===== src/rtl/fp_mul_issue_ctrl.sv =====
// fp_mul_issue_ctrl
// -----------------
// Single-outstanding issue/collect controller that sits directly in front of
// a combinational floating_point_multiplier. One operand pair is accepted at a
// time, driven onto the multiplier inputs and held there. After MUL_LATENCY
// edges the product and exception flags are captured into an output register
// that is presented on its own valid/ready handshake. Sticky exception flags
// accumulate every captured flag set until sticky_clr.
//
// Ports:
//   clk, rst                      clock, synchronous active-high reset
//   in_valid/in_ready             operand handshake
//   in_a, in_b, in_rnd_mode       operand pair and rounding mode
//   mul_a, mul_b, mul_rnd_mode    registered drive to the multiplier
//   mul_product, mul_flags        multiplier result, flags {inv,ovf,unf}
//   out_valid/out_ready           result handshake
//   out_product, out_flags        captured result and flags
//   sticky_flags, sticky_clr      accumulated flags and their clear
//   busy                          high whenever the controller is not IDLE
//
// Optional feature (macro FP_MUL_ISSUE_STATS_EN): adds saturating CNT_WIDTH
// counters op_count, inv_count, ovf_count and unf_count, cleared by rst and
// by sticky_clr.

module fp_mul_issue_ctrl #(
  parameter int EXP_WIDTH   = 8,
  parameter int MANT_WIDTH  = 23,
  parameter int MUL_LATENCY = 1,
  parameter int CNT_WIDTH   = 16
) (
  input  logic                              clk,
  input  logic                              rst,
  input  logic                              in_valid,
  output logic                              in_ready,
  input  logic [EXP_WIDTH+MANT_WIDTH:0]     in_a,
  input  logic [EXP_WIDTH+MANT_WIDTH:0]     in_b,
  input  logic [2:0]                        in_rnd_mode,
  output logic [EXP_WIDTH+MANT_WIDTH:0]     mul_a,
  output logic [EXP_WIDTH+MANT_WIDTH:0]     mul_b,
  output logic [2:0]                        mul_rnd_mode,
  input  logic [EXP_WIDTH+MANT_WIDTH:0]     mul_product,
  input  logic [2:0]                        mul_flags,
  output logic                              out_valid,
  input  logic                              out_ready,
  output logic [EXP_WIDTH+MANT_WIDTH:0]     out_product,
  output logic [2:0]                        out_flags,
  output logic [2:0]                        sticky_flags,
  input  logic                              sticky_clr,
  output logic                              busy
`ifdef FP_MUL_ISSUE_STATS_EN
  ,
  output logic [CNT_WIDTH-1:0]              op_count,
  output logic [CNT_WIDTH-1:0]              inv_count,
  output logic [CNT_WIDTH-1:0]              ovf_count,
  output logic [CNT_WIDTH-1:0]              unf_count
`endif
);

  localparam int CW = (MUL_LATENCY < 1) ? 1 : $clog2(MUL_LATENCY + 1);

  typedef enum logic [1:0] {
    IDLE = 2'd0,
    WAIT = 2'd1,
    HOLD = 2'd2
  } state_t;

  state_t        state, state_next;
  logic [CW-1:0] cnt, cnt_next;
  logic          accept, capture;

  // State and latency counter register. Reset drops any operation in flight,
  // so no out_valid can follow a reset.
  always_ff @(posedge clk) begin
    if (rst) begin
      state <= IDLE;
      cnt   <= '0;
    end else begin
      state <= state_next;
      cnt   <= cnt_next;
    end
  end

  // Next-state logic. The capture edge is the WAIT edge where cnt is 1, which
  // lands exactly MUL_LATENCY edges after the accept edge. in_valid is only
  // looked at in IDLE, so requests during WAIT/HOLD are simply not accepted.
  always_comb begin
    state_next = state;
    cnt_next   = cnt;
    accept     = 1'b0;
    capture    = 1'b0;
    unique case (state)
      IDLE: begin
        if (in_valid) begin
          accept     = 1'b1;
          cnt_next   = CW'(MUL_LATENCY);
          state_next = WAIT;
        end
      end
      WAIT: begin
        cnt_next = cnt - CW'(1);
        if (cnt == CW'(1)) begin
          capture    = 1'b1;
          state_next = HOLD;
        end
      end
      HOLD: begin
        if (out_ready) state_next = IDLE;
      end
      default: state_next = IDLE;
    endcase
  end

  assign in_ready  = (state == IDLE);
  assign out_valid = (state == HOLD);
  assign busy      = (state != IDLE);

  // Operand registers feed a combinational multiplier, so they only move on
  // an accept and otherwise hold the last operation's inputs indefinitely.
  always_ff @(posedge clk) begin
    if (rst) begin
      mul_a        <= '0;
      mul_b        <= '0;
      mul_rnd_mode <= '0;
    end else if (accept) begin
      mul_a        <= in_a;
      mul_b        <= in_b;
      mul_rnd_mode <= in_rnd_mode;
    end
  end

  // Result capture and sticky flags. A clear coinciding with a capture keeps
  // the flags of the op being captured rather than discarding them.
  always_ff @(posedge clk) begin
    if (rst) begin
      out_product  <= '0;
      out_flags    <= '0;
      sticky_flags <= '0;
    end else begin
      if (capture) begin
        out_product <= mul_product;
        out_flags   <= mul_flags;
      end
      if (capture && sticky_clr) sticky_flags <= mul_flags;
      else if (capture)          sticky_flags <= sticky_flags | mul_flags;
      else if (sticky_clr)       sticky_flags <= '0;
    end
  end

`ifdef FP_MUL_ISSUE_STATS_EN
  localparam logic [CNT_WIDTH-1:0] CNT_MAX = '1;

  function automatic logic [CNT_WIDTH-1:0] sat_inc(input logic [CNT_WIDTH-1:0] v);
    return (v == CNT_MAX) ? v : v + CNT_WIDTH'(1);
  endfunction

  // Statistics counters. On a clear they restart from zero, but a capture on
  // the same edge still contributes its own count.
  always_ff @(posedge clk) begin
    if (rst) begin
      op_count  <= '0;
      inv_count <= '0;
      ovf_count <= '0;
      unf_count <= '0;
    end else if (capture && sticky_clr) begin
      op_count  <= CNT_WIDTH'(1);
      inv_count <= CNT_WIDTH'(mul_flags[2]);
      ovf_count <= CNT_WIDTH'(mul_flags[1]);
      unf_count <= CNT_WIDTH'(mul_flags[0]);
    end else if (capture) begin
      op_count <= sat_inc(op_count);
      if (mul_flags[2]) inv_count <= sat_inc(inv_count);
      if (mul_flags[1]) ovf_count <= sat_inc(ovf_count);
      if (mul_flags[0]) unf_count <= sat_inc(unf_count);
    end else if (sticky_clr) begin
      op_count  <= '0;
      inv_count <= '0;
      ovf_count <= '0;
      unf_count <= '0;
    end
  end
`endif

endmodule

===== config.mk =====
export PLATFORM = sky130hd
export DESIGN_NAME = fp_mul_issue_ctrl
export DESIGN_NICKNAME = d
export VERILOG_FILES = /design/src/rtl/fp_mul_issue_ctrl.sv
export SDC_FILE = /design/constraint.sdc
export NUM_CORES = 1
export LEC_CHECK = 0
export ABC_CLOCK_PERIOD_IN_PS = 1600
export BUFFER_PORTS_ARGS = -buffer_cell sky130_fd_sc_hd__buf_2
export CAP_MARGIN = 30
export CORE_ASPECT_RATIO = 0.9
export CORE_MARGIN = 3
export CORE_UTILIZATION = 47
export DETAILED_ROUTE_END_ITERATION = 16
export PLACE_DENSITY = 0.86
export SYNTH_ARGS = -nofsm -noshare
export SYNTH_HDL_FRONTEND = slang
export SYNTH_SLANG_ARGS = --single-unit
export TNS_END_PERCENT = 1

===== constraint.sdc =====
create_clock -name clk -period 1.6 [get_ports clk]
set_input_delay 0.16 -clock clk [delete_from_list [all_inputs] [get_ports clk]]
set_output_delay 0.16 -clock clk [all_outputs]
set_load 0.01 [all_outputs]

==> results.yml <==
outcome:
  status: "finished clean"
sta:
  skew_ps: 4.36
  period_minus_slack_ps: 1450
  setup_viol: 0
  rsz0062_at_grt: "no"
  max_freq_mhz: 690
  fin_tns_setup_ps: 0
  maxSlewHeadroom_pct: 75.3
  slew_viol_final: 0
  hold_violations: 0
  worst_pin_slew_ps: 371
  final.period_utilization_pct: 90.6
synth:
  async_reset_ff_share_pct: 0
  yosys.cell_count.top_type: "nand2b_1"
  synth-main-ff-cell: "dfxtp_1"
  synth_nets: 579
  netlist_top_cells_count: "nand2b_1, dfxtp_1, mux2i_1"
  ys_seq_area_share_pct: 44.9
  ys_top_cells_by_area: "dfxtp_1, nand2b_1, mux2i_1, clkbuf_1, buf_6"
  ys_ff_latch: 108
  synth_top_cell_by_area: "dfxtp_1"
  synth.distinct_cells: 18
  syn_area_per_cell_um2: 10.2
  yosysTopAreaCellShare_pct: 44.9
  netlist_instances: 472
  yosys_warnings: 0
  synth_edf_count: 0
  synth_area_um2: 4820
worst_setup_path:
  criticalPathCategory: "reg2reg"
  cp_top_family: "flip-flops"
  cp-start-kind: "flop"
  critPathMaxStageDelay_ps: 540
  cp_num_cells: 3
  ff2ff_path_depth: 3
  crit_chain: "and3b_2 > buf_12 > mux2i_1"
  crit_path_end_kind: "flop"
  critPathRequiredTime_ps: 1860
  cp_max_fo: 18
  slowest_stage: "dfxtp_1"
  worst-path-buf-inv: 1
  worst_ep_arrival_time_ps: 1710
routing:
  detail_route.vias_per_cell: 4.67
  totalWireLength_mm: 10.9
  drt_iter0_drc: 175
  ant_nets: 0
  via_count: 3729
  routedWlPerCell_um: 13.7
  dr.pass1.iters: 4
  drcViolationCount: 0
clocking:
  htreeDepth: 3
  postCtsSetupRepairBufs: 0
  cts_hold_buf: 0
  numCtsBuffers: 9
  path_clk_slew_ps: 70
  cts_root_buffer: "clkbuf_16"
  cts_resized: 0
  clk_latency_ps: 330
  ctsLongestPathBuffers: 2
  cts.sink_count: 108
  cts_tree: "yes"
floorplanning:
  die_w_um: 113
  initial_core_util_pct: 49.0
  core_um2: 9830
  die_area_um2: 11500
  die_height_um: 102
  rows: 34
  boundaryPins: 215
power_and_ir_drop:
  power_density_nw_per_um2: 977
  power_leakage_nw: 2.92
  vdd_ir_drop_max_v: 0.000669
finish:
  layout-drive-gt1-share_pct: 35.6
  fin_area_um2: 6250
  diodes: 0
  syn_to_final_growth_pct: 29.8
  layout.nets: 776
global_routing:
  grt_pass1_wl_mm: 17.3
  first_global_vias: 3678
  grtUsageTotal_pct: 18.4
  grt_max_degree: 85
  grt_overflow: 0
  antenna_found_initial: 0
placed_design:
  gp_congestion: 0.750
  post-dp-hpwl_mm: 8.10
  placedInstanceArea_um2: 5960
  io_buffers: 214
worst_hold_path:
  whs_path_depth: 3
  hold_path_class: "in2reg"
run:
  drv_cap: 0
==> layout by cell type (no fill, tap or decap) <==
| cell type | instances |
|---|---|
| buf_2 | 213 |
| nand2b_1 | 209 |
| dfxtp_1 | 108 |
| mux2i_1 | 102 |
| clkbuf_16 | 9 |
| buf_4 | 5 |
| buf_12 | 4 |
| nand4b_1 | 3 |
| a21oi_1 | 3 |
| inv_1 | 2 |
| a211oi_1 | 2 |
| clkbuf_8 | 2 |
| or2_2 | 1 |
| nor2b_1 | 1 |
| nor3b_4 | 1 |
| and3b_2 | 1 |
| o21bai_1 | 1 |
| nor3b_1 | 1 |
| o21ba_2 | 1 |
| clkinv_2 | 1 |
| bufinv_16 | 1 |
| clkbuf_1 | 1 |
==> flip-flops by register name, indices dropped and copies added, names as in the netlist <==
signal and count:
cnt 1, mul_a 32, mul_b 32, mul_rnd_mode 3
out_flags 3, out_product 32, state 2, sticky_flags 3
==> worst reg2reg max path, delay by kind of cell, from the launching register on <==
family,cells,cell delay (ps)
multiplexers,1,220
buffers and inverters,1,220
flip-flops,1,540
AND/OR/NAND/NOR,1,400
==> cell families after synthesis <==
| family | Yosys count | share of synthesized area, % |
|---|---|---|
| muxes | 102 | 21.2 |
| AOI/OAI and AO/OA | 7 | 0.987 |
| DFF | 108 | 44.9 |
| buffers and inverters | 38 | 4.41 |
| and+or+nand+nor | 217 | 28.5 |
==> per-stage QoR <==
stage / cells / power [mW] / utilization (%) / worst slack [ps] / hold slack [ps]
global route: 798 / 6.40 / 63.6 / 42.8 / 67.0
detailed placement: 784 / 3.99 / 60.7 / 175 / 428
floorplan: 472 / 3.60 / - / 311 / 315
global placement: 784 / 3.96 / 60.7 / 251 / 421
CTS: 798 / 6.20 / 63.6 / 132 / 62.9
finish: 798 / 6.11 / 63.6 / 151 / 75.3
==> per-layer routing <==
| metal | GRT usage, % | wire length (um) | vias up |
|---|---|---|---|
| li1 | - | - | 1903 |
| met3 | 6.34 | 812 | 15 |
| met5 | 0 | 0 | - |
| met2 | 33.0 | 5500 | 108 |
| met1 | 20.6 | 4420 | 1703 |
| met4 | 6.28 | 174 | 0 |
==> final timing paths <==
check                    end            start  slack (ps)
max          out_product[28]         state[0]         150
min          mul_rnd_mode[2]   in_rnd_mode[2]          80
max reg2reg  out_product[28]         state[0]         150
min reg2reg  out_product[21]  out_product[21]         470
==> report_power, final <==
group	internal (mW)	total (mW)	switching [mW]	leakage, nW
combinational	0.504	0.965	0.460	1.89
clock	1.28	2.19	0.908	0.145
sequential	2.86	2.96	0.0955	0.884
==> layout make-up <==
cell class | instances | area (um2)
inverter | 2 | 7.51
clock inverter | 2 | 35.0
fill | 797 | 3570
sequential | 108 | 2160
multi-input combinational | 326 | 2450
tap | 126 | 158
clock buffer | 12 | 256
timing repair buffer | 222 | 1180
Power figures use the tool's default switching activity.
